**config.mk**
```make
export PLATFORM = sky130hd
export DESIGN_NAME = umi_gpio_host
export DESIGN_NICKNAME = d
export VERILOG_FILES = /design/src/rtl/umi_gpio_host.sv
export SDC_FILE = /design/constraint.sdc
export NUM_CORES = 1
export LEC_CHECK = 0
export BUFFER_PORTS_ARGS = -buffer_cell sky130_fd_sc_hd__buf_2
export CAP_MARGIN = 20
export CORE_AREA = 2 2 227 229
export CTS_BUF_LIST = sky130_fd_sc_hd__clkbuf_16
export DETAILED_ROUTE_END_ITERATION = 6
export DIE_AREA = 0 0 229 231
export SLEW_MARGIN = 20
export SYNTH_ARGS = -nofsm -noshare
export SYNTH_HDL_FRONTEND = slang
export SYNTH_SLANG_ARGS = --single-unit
```
**constraint.sdc**
```tcl
create_clock -name clk -period 1.4 [get_ports clk]
set_input_delay 0.28 -clock clk [delete_from_list [all_inputs] [get_ports clk]]
set_output_delay 0.28 -clock clk [all_outputs]
set_load 0.005 [all_outputs]
```
**src/rtl/umi_gpio_host.sv**
```systemverilog
// UMI initiator for a remote GPIO responder: local write/read commands become UMI
// requests, read data returns in write-response packets, with a read timeout.
module umi_gpio_host #(
  parameter int          RWIDTH    = 32,
  parameter int          WWIDTH    = 32,
  parameter logic [63:0] GPIO_ADDR = 64'h0,
  parameter logic [63:0] RESP_ADDR = 64'h0,
  parameter int          TIMEOUT   = 1024
) (
  input  logic              clk,
  input  logic              rst,
  input  logic              cmd_valid,
  input  logic              cmd_write,
  input  logic [WWIDTH-1:0] cmd_wdata,
  output logic              cmd_ready,
  output logic              resp_valid,
  output logic [RWIDTH-1:0] resp_data,
  output logic              resp_timeout,
  output logic              drop_pulse,
  output logic [255:0]      umi_out_packet,
  output logic              umi_out_valid,
  input  logic              umi_out_ready,
  input  logic [255:0]      umi_in_packet,
  input  logic              umi_in_valid,
  output logic              umi_in_ready
);

  localparam logic [7:0] OP_WR_POSTED = 8'h01;
  localparam logic [7:0] OP_RD_REQ    = 8'h08;
  localparam logic [3:0] WSIZE = 4'($clog2(WWIDTH / 8));
  localparam logic [3:0] RSIZE = 4'($clog2(RWIDTH / 8));
  localparam int DW = 96;
  localparam int TW = (TIMEOUT > 1) ? $clog2(TIMEOUT + 1) : 1;

  typedef enum logic [1:0] {IDLE, SEND_WR, SEND_RD, WAIT_RESP} state_t;

  typedef struct packed {
    logic [7:0]    opcode;
    logic [3:0]    size;
    logic [DW-1:0] data;
    logic [63:0]   srcaddr;
  } req_t;

  // Packet layout: 32b command word {burst, user[18:0], size, opcode}, then the low
  // words of dst/src/data, then the high words; the opcode LSB marks a write.
  function automatic logic [255:0] umi_pack(input logic [7:0] opcode, input logic [3:0] size,
                                            input logic [18:0] user, input logic burst,
                                            input logic [63:0] dst, input logic [63:0] src,
                                            input logic [DW-1:0] data);
    return {data[95:32], src[63:32], dst[63:32], data[31:0], src[31:0], dst[31:0],
            burst, user, size, opcode};
  endfunction

  state_t            state, state_nxt;
  req_t              req_q;
  logic [TW-1:0]     timer;
  logic              rsp_fire, rsp_tmo;
  logic [RWIDTH-1:0] rsp_data_nxt;
  logic              resp_valid_q, resp_timeout_q, drop_q;
  logic [RWIDTH-1:0] resp_data_q;
  logic              cmd_hs, out_hs, in_hs, in_write;
  logic [RWIDTH-1:0] in_data;
  logic              unused_in;

  assign cmd_ready     = (state == IDLE) && !rst;
  assign umi_out_valid = ((state == SEND_WR) || (state == SEND_RD)) && !rst;
  assign umi_in_ready  = !rst;

  assign cmd_hs   = cmd_valid && cmd_ready;
  assign out_hs   = umi_out_valid && umi_out_ready;
  assign in_hs    = umi_in_valid && umi_in_ready;
  assign in_write = umi_in_packet[0];
  assign in_data  = RWIDTH'({umi_in_packet[255:192], umi_in_packet[127:96]});
  assign unused_in = ^{umi_in_packet[191:128], umi_in_packet[95:1]};

  assign umi_out_packet = umi_pack(req_q.opcode, req_q.size, 19'h0, 1'b0,
                                   GPIO_ADDR, req_q.srcaddr, req_q.data);

  // Registered pulses are masked so nothing leaks out during the reset cycle.
  assign resp_valid   = resp_valid_q && !rst;
  assign resp_timeout = resp_timeout_q && !rst;
  assign resp_data    = rst ? '0 : resp_data_q;
  assign drop_pulse   = drop_q && !rst;

  always_comb begin
    state_nxt    = state;
    rsp_fire     = 1'b0;
    rsp_tmo      = 1'b0;
    rsp_data_nxt = '0;
    case (state)
      IDLE:    if (cmd_hs) state_nxt = cmd_write ? SEND_WR : SEND_RD;
      SEND_WR: if (out_hs) state_nxt = IDLE;
      SEND_RD: if (out_hs) state_nxt = WAIT_RESP;
      WAIT_RESP: begin
        // A response landing on the expiry cycle takes priority over the timeout.
        if (in_hs && in_write) begin
          rsp_fire     = 1'b1;
          rsp_data_nxt = in_data;
          state_nxt    = IDLE;
        end else if ((TIMEOUT != 0) && (timer == TW'(TIMEOUT))) begin
          rsp_fire  = 1'b1;
          rsp_tmo   = 1'b1;
          state_nxt = IDLE;
        end
      end
      default: state_nxt = IDLE;
    endcase
  end

  always_ff @(posedge clk) begin
    if (rst) begin
      state          <= IDLE;
      timer          <= '0;
      req_q          <= '0;
      resp_valid_q   <= 1'b0;
      resp_timeout_q <= 1'b0;
      resp_data_q    <= '0;
      drop_q         <= 1'b0;
    end else begin
      state <= state_nxt;
      if (state == SEND_RD && out_hs) timer <= '0;
      else if (state == WAIT_RESP)    timer <= timer + 1'b1;
      if (cmd_hs) begin
        if (cmd_write)
          req_q <= '{opcode: OP_WR_POSTED, size: WSIZE, data: DW'(cmd_wdata), srcaddr: 64'h0};
        else
          req_q <= '{opcode: OP_RD_REQ, size: RSIZE, data: '0, srcaddr: RESP_ADDR};
      end
      resp_valid_q <= rsp_fire;
      if (rsp_fire) begin
        resp_timeout_q <= rsp_tmo;
        resp_data_q    <= rsp_data_nxt;
      end
      drop_q <= in_hs && !(state == WAIT_RESP && in_write);
    end
  end

endmodule

```
# Word level (Yosys, flattened, before mapping)
# Index checks and enable logic that the tools add are counted.
[word_totals]
register_bits = 220
input_bits = 294
output_inout_bits = 294
word_cells = 53
[op_classes]
addsub = 1
n_eq_ne = 8
n_mux = 16
n_reduce_logical = 18
[op_table]
columns = ["operator", "n"]
rows = [
  ["$mux W168", 1],
  ["$mux W32", 3],
  ["$logic_and A1 B1 Y1", 12],
  ["$mux W2", 6],
  ["$add A11 B1 Y11 const B", 1],
  ["$eq A11 B11 Y1 const B", 1],
  ["$pmux W2 S4", 1],
  ["$ne A2 B2 Y1 const B", 3],
  ["$mux W1", 5],
  ["$eq A2 B2 Y1 const B", 2],
  ["$reduce_and A4 Y1", 1],
  ["$ne A3 B3 Y1 const B", 1],
  ["$eq A2 B1 Y1 const B", 1],
  ["$logic_not A1 Y1", 2],
  ["$logic_not A2 Y1", 1],
  ["$reduce_or A2 Y1", 1],
  ["$logic_or A1 B1 Y1", 1],
]

# Logic depth before layout (Yosys ltp)
[depth]
word_depth = 6
ltp_mapped = 8
depth_no_buf = 6

# Worst setup path after synthesis
# OpenSTA, ideal clock, no wires.
[synth_timing]
kind = "register -> register"
startpoint = "reg state[0]"
endpoint = "reg req_q (netlist bit umi_out_packet[120])"
setup_ns = 0.070
arrival_ns = 1.465
t_required_ns = 1.330
slack_ns = -0.135
stages_incl_launch_ff = 9
path_buffers = 2
synth_period_minus_slack_ns = 1.535
path_cell_list = "dfxtp_1 inv_1 ha_1 nor2b_1 and2_1 buf_2 buf_2 nand3_1 a21oi_1"
[synth_via]
elab_chain_len = 3
[synth_lines]
columns = ["item", "line", "source"]
rows = [
  ["from (decl)", "54", "state_t state, state_nxt;"],
  ["from (signal assigned)", "120", "state <= state_nxt;"],
  ["$logic_not A2 Y1", "65", "assign cmd_ready = (state == IDLE) && !rst;"],
  ["$logic_and A1 B1 Y1", "65", ""],
  ["net cmd_ready", "15", "output logic cmd_ready,"],
  ["$logic_and A1 B1 Y1", "69", "assign cmd_hs = cmd_valid && cmd_ready;"],
  ["to (signal assigned)", "125", "req_q <= '{opcode: OP_WR_POSTED, size: WSIZE, data: DW'(cmd_wdata), srcaddr: 64'h0};"],
  ["to (signal assigned)", "127", "req_q <= '{opcode: OP_RD_REQ, size: RSIZE, data: '0, srcaddr: RESP_ADDR};"],
  ["to (decl)", "55", "req_t req_q;"],
]
# The timed path passes the listed nets, and every way through them passes these cells.
# A chain may end at the register's enable or synchronous reset.

# Worst setup path after layout
[layout_timing]
startpoint = "reg state[1]"
endpoint = "out umi_out_valid"
[layout_via]
elab_chain_len = 3
word_cells_on_any_way = 4
classes_between = "eq/ne: 2; reduce/logical: 2"
[layout_lines]
columns = ["item", "line", "source"]
rows = [
  ["$eq A2 B1 Y1 / $eq A2 B2 Y1 (equally long branches)", "66", "assign umi_out_valid = ((state == SEND_WR) || (state == SEND_RD)) && !rst;"],
  ["$logic_or A1 B1 Y1 *", "66", ""],
  ["$logic_and A1 B1 Y1 *", "66", ""],
  ["to (decl)", "21", "output logic umi_out_valid,"],
]
# Mark *: on every way between the ends. The rest lies on a longest branch, timed or not.

==> flow_summary.toml <==
[clock_network]
clock_tree.htree_level_count = 3
cts_buffer_depth = 2
clkSinkCount = 83
worst_setup_hold_path_clk_slew_ns = 0.09
clock_latency_ns = 0.39
clock-root-buffer = "clkbuf_16"
tritoncts = "done"
cts-buffers-inserted = 9

[cells_and_area]
nets = 1063
ff_latch_area_sq_mm = 0.00167
antenna_cells = 0
fillerInstances = 5835
layoutNonFillerInstCount = 1447
layout.core_utilization_pct = 13.9
post_route_cell_area_sq_mm = 0.00704
multiInputGateArea_sq_mm = 0.00286
synthToLayoutAreaGrowth_pct = 40.1
proportion_of_layout_cells_with_a_drive_suffix_above_1_pct = 42.2

[pwr]
ir_worst_vdd_mv = 0.973
report.power.total_mw = 6.98
reported_leakage_power_nw = 3.09
power_density_mw_per_mm2 = 992

[die]
rows = 83
core_region_area_sq_mm = 0.0507
floorplan.die_area_sq_mm = 0.0529
initial_core_util_pct = 9.91
die_h_microns = 231
dieWidth_microns = 229
io_pins = 588

[routing]
drc_errors = 0
postRouteAntennaNets = 0
wl_per_cell_microns = 9.38
starting_drt_drc_count = 99
viasPerCell = 2.68
first_pass_iters = 6
via_count = 3874
wl_microns = 13600

[global_routing]
grt_antenna_before_repair = 1
grt_pass1_vias = 3295
grt_first_pass_wirelength_microns = 19100
globalRouteTotalUtil_pct = 5.02
gr-total-overflow = 0
grt_start_max_net_pins = 34

[critical_path]
worst_setup_path_end_kind = "primary output"
timing.critical_path.max_delay_family = "flip-flops"
worst_ep_arrival_ns = 1.38
cp_cell_sequence = "inv_2 -> ha_4 -> buf_6 -> nor2b_4 -> buf_6"
critical_path.n_buffers_inverters = 3
worstSetupStartpointType = "flop"
crit_path_frequent_cell = "buf_6"
maximum_fanout_along_the_worst_path = 2
worst-setup-path-type = "reg2out"
worstPathRequired_ns = 1.12
critPathSlowestCell = "dfxtp_2"
critical_path.max_stage_delay_ns = 0.36

[sta]
final.min_clock_period_ns = 1.66
tightestPinTransition_ns = 0.632
worst_slack_ns = -0.258
setup_total_negative_slack_ns = -7.84
fmax_mhz = 603
finalMaxSlewViolations = 0
report.final.hold_viol_count = 0
timing.hold.ws_ns = 0.111
clock_skew_ns = 0.0233
setup_viol = 79
finalCritPeriodShare_pct = 118
grt_setup_unrepaired = "yes"
slew_headroom_pct = 57.9

[placement]
place_ws_ns = -0.430
instance_count_after_placement_with_tap_cells_included = 1409
dpl_cell_area_sq_mm = 0.00591
globalplace.congestion = 0.672
buffer_ports.inserted = 143
place_hpwl_microns = 8360

[synthesis]
synth_area_leader_cell = "dfxtp_1"
synthDominantCellAreaShare_pct = 33.1
yosys_most_used_dff = "dfxtp_1"
ys.warnings.count = 0
synth-seq-area-share_pct = 33.1
async_flop_share_pct = 0
post_synth_inst_count = 582
synth-edff-count = 0
combined_area_of_all_synthesized_cells_sq_mm = 0.00502
synth_area_leaders = "dfxtp_1 33%, buf_4 33%, a22o_1 5.1%"
ys_ff_latch = 83
netlist-cell-type-count = 40
syn_area_per_cell_sq_um = 8.63

[run_status]
run_status = "complete, but fails checks"
violations = "negative setup slack"

[flow_run]
cap_violations = 0

[worst_hold_path]
hold_path_class = "in2reg"
cell type report:
cell class / count / area share (%)
Multi-Input combinational cell: 466 / 40.7
Sequential cell: 83 / 23.7
Timing Repair Buffer: 196 / 18.9
Tap cell: 680 / 12.1
Clock buffer: 9 / 3.20
Clock inverter: 7 / 1.08
Inverter: 6 / 0.320
flip-flops by register name, summed over array words and instances, names as in the netlist:
signal,flops
resp_timeout_q,1
drop_q,1
timer,11
state,2
resp_data_q,32
resp_valid_q,1
umi_out_packet,35
synthesized netlist by cell type (4+ instances only):
| library cell | n |
|---|---|
| clkbuf_1 | 10 |
| nor2_1 | 12 |
| buf_2 | 9 |
| ha_1 | 7 |
| a211oi_1 | 4 |
| nand3_1 | 35 |
| nand4_1 | 4 |
| inv_1 | 6 |
| nor2b_1 | 38 |
| xor2_1 | 6 |
| nand2_1 | 41 |
| buf_1 | 4 |
| dfxtp_1 | 83 |
| buf_4 | 221 |
| a21oi_1 | 36 |
| a22o_1 | 29 |
placed cells by master, fill, tap and decap left out, types with 9 or more instances in the layout:
cell type | Yosys | layout
clkbuf_16 | 0 | 9
a21oi_1 | 36 | 9
buf_2 | 9 | 142
buf_4 | 221 | 27
a21oi_2 | 0 | 27
a22o_1 | 29 | 29
conb_1 | 1 | 221
nor2_1 | 12 | 10
buf_12 | 0 | 10
nor2b_1 | 38 | 21
nand3_2 | 0 | 28
dfxtp_1 | 83 | 79
nand2_1 | 41 | 38
buf_6 | 3 | 13
nor2b_2 | 0 | 15
where the power goes:
group | switching (mW) | total, mW | internal [mW]
Sequential | 0.0555 | 2.53 | 2.48
Combinational | 0.984 | 1.85 | 0.864
Clock | 1.32 | 2.60 | 1.28
worst reg2reg max path, cell delays in order (launching register included):
cell     delay (ns)
dfxtp_2        0.34
inv_2          0.08
ha_4           0.13
nor2b_4        0.15
and2_4         0.25
buf_12         0.16
buf_16         0.13
nand3_2        0.07
a21oi_1        0.12
logic make-up after synthesis:
logic type	after synthesis	synth area share, %
buffers and inverters	254	36.4
and+or+nand+nor	147	15.8
DFF	83	33.1
AOI/OAI and AO/OA	79	10.9
xor gates and xnor gates	9	1.57
adders and majority gates	7	1.74
muxes	2	0.399
other	1	0.0747
timing repair:
action / CTS / global route
buffers inserted: 16 / 4
gates cloned: 8 / 0
endpoints found under the setup margin: 85 / 99
gates resized for setup: 77 / 62
pin swaps: 64 / 25
hold buffers: 0 / 0
worst paths after layout:
kind	from	cells after the start	end	slack, ns
min	umi_in_packet[121]	2	resp_data_q[25]	0.11
max	state[1]	5	umi_out_valid	-0.26
max reg2reg	state[1]	8	umi_out_packet[125]	-0.13
min reg2reg	umi_out_packet[9]	1	umi_out_packet[9]	0.46
layer usage:
layer | global-route usage, % | wire length [microns] | part of all wire, % | up-vias
met5 | 0 | 0 | 0 | -
met4 | 2.46 | 285 | 2.1 | 0
met3 | 2.47 | 1590 | 12 | 14
met2 | 8.15 | 6390 | 47 | 285
met1 | 5.43 | 5310 | 39 | 1734
li1 | - | - | - | 1841
Power figures use the tool's default switching activity.
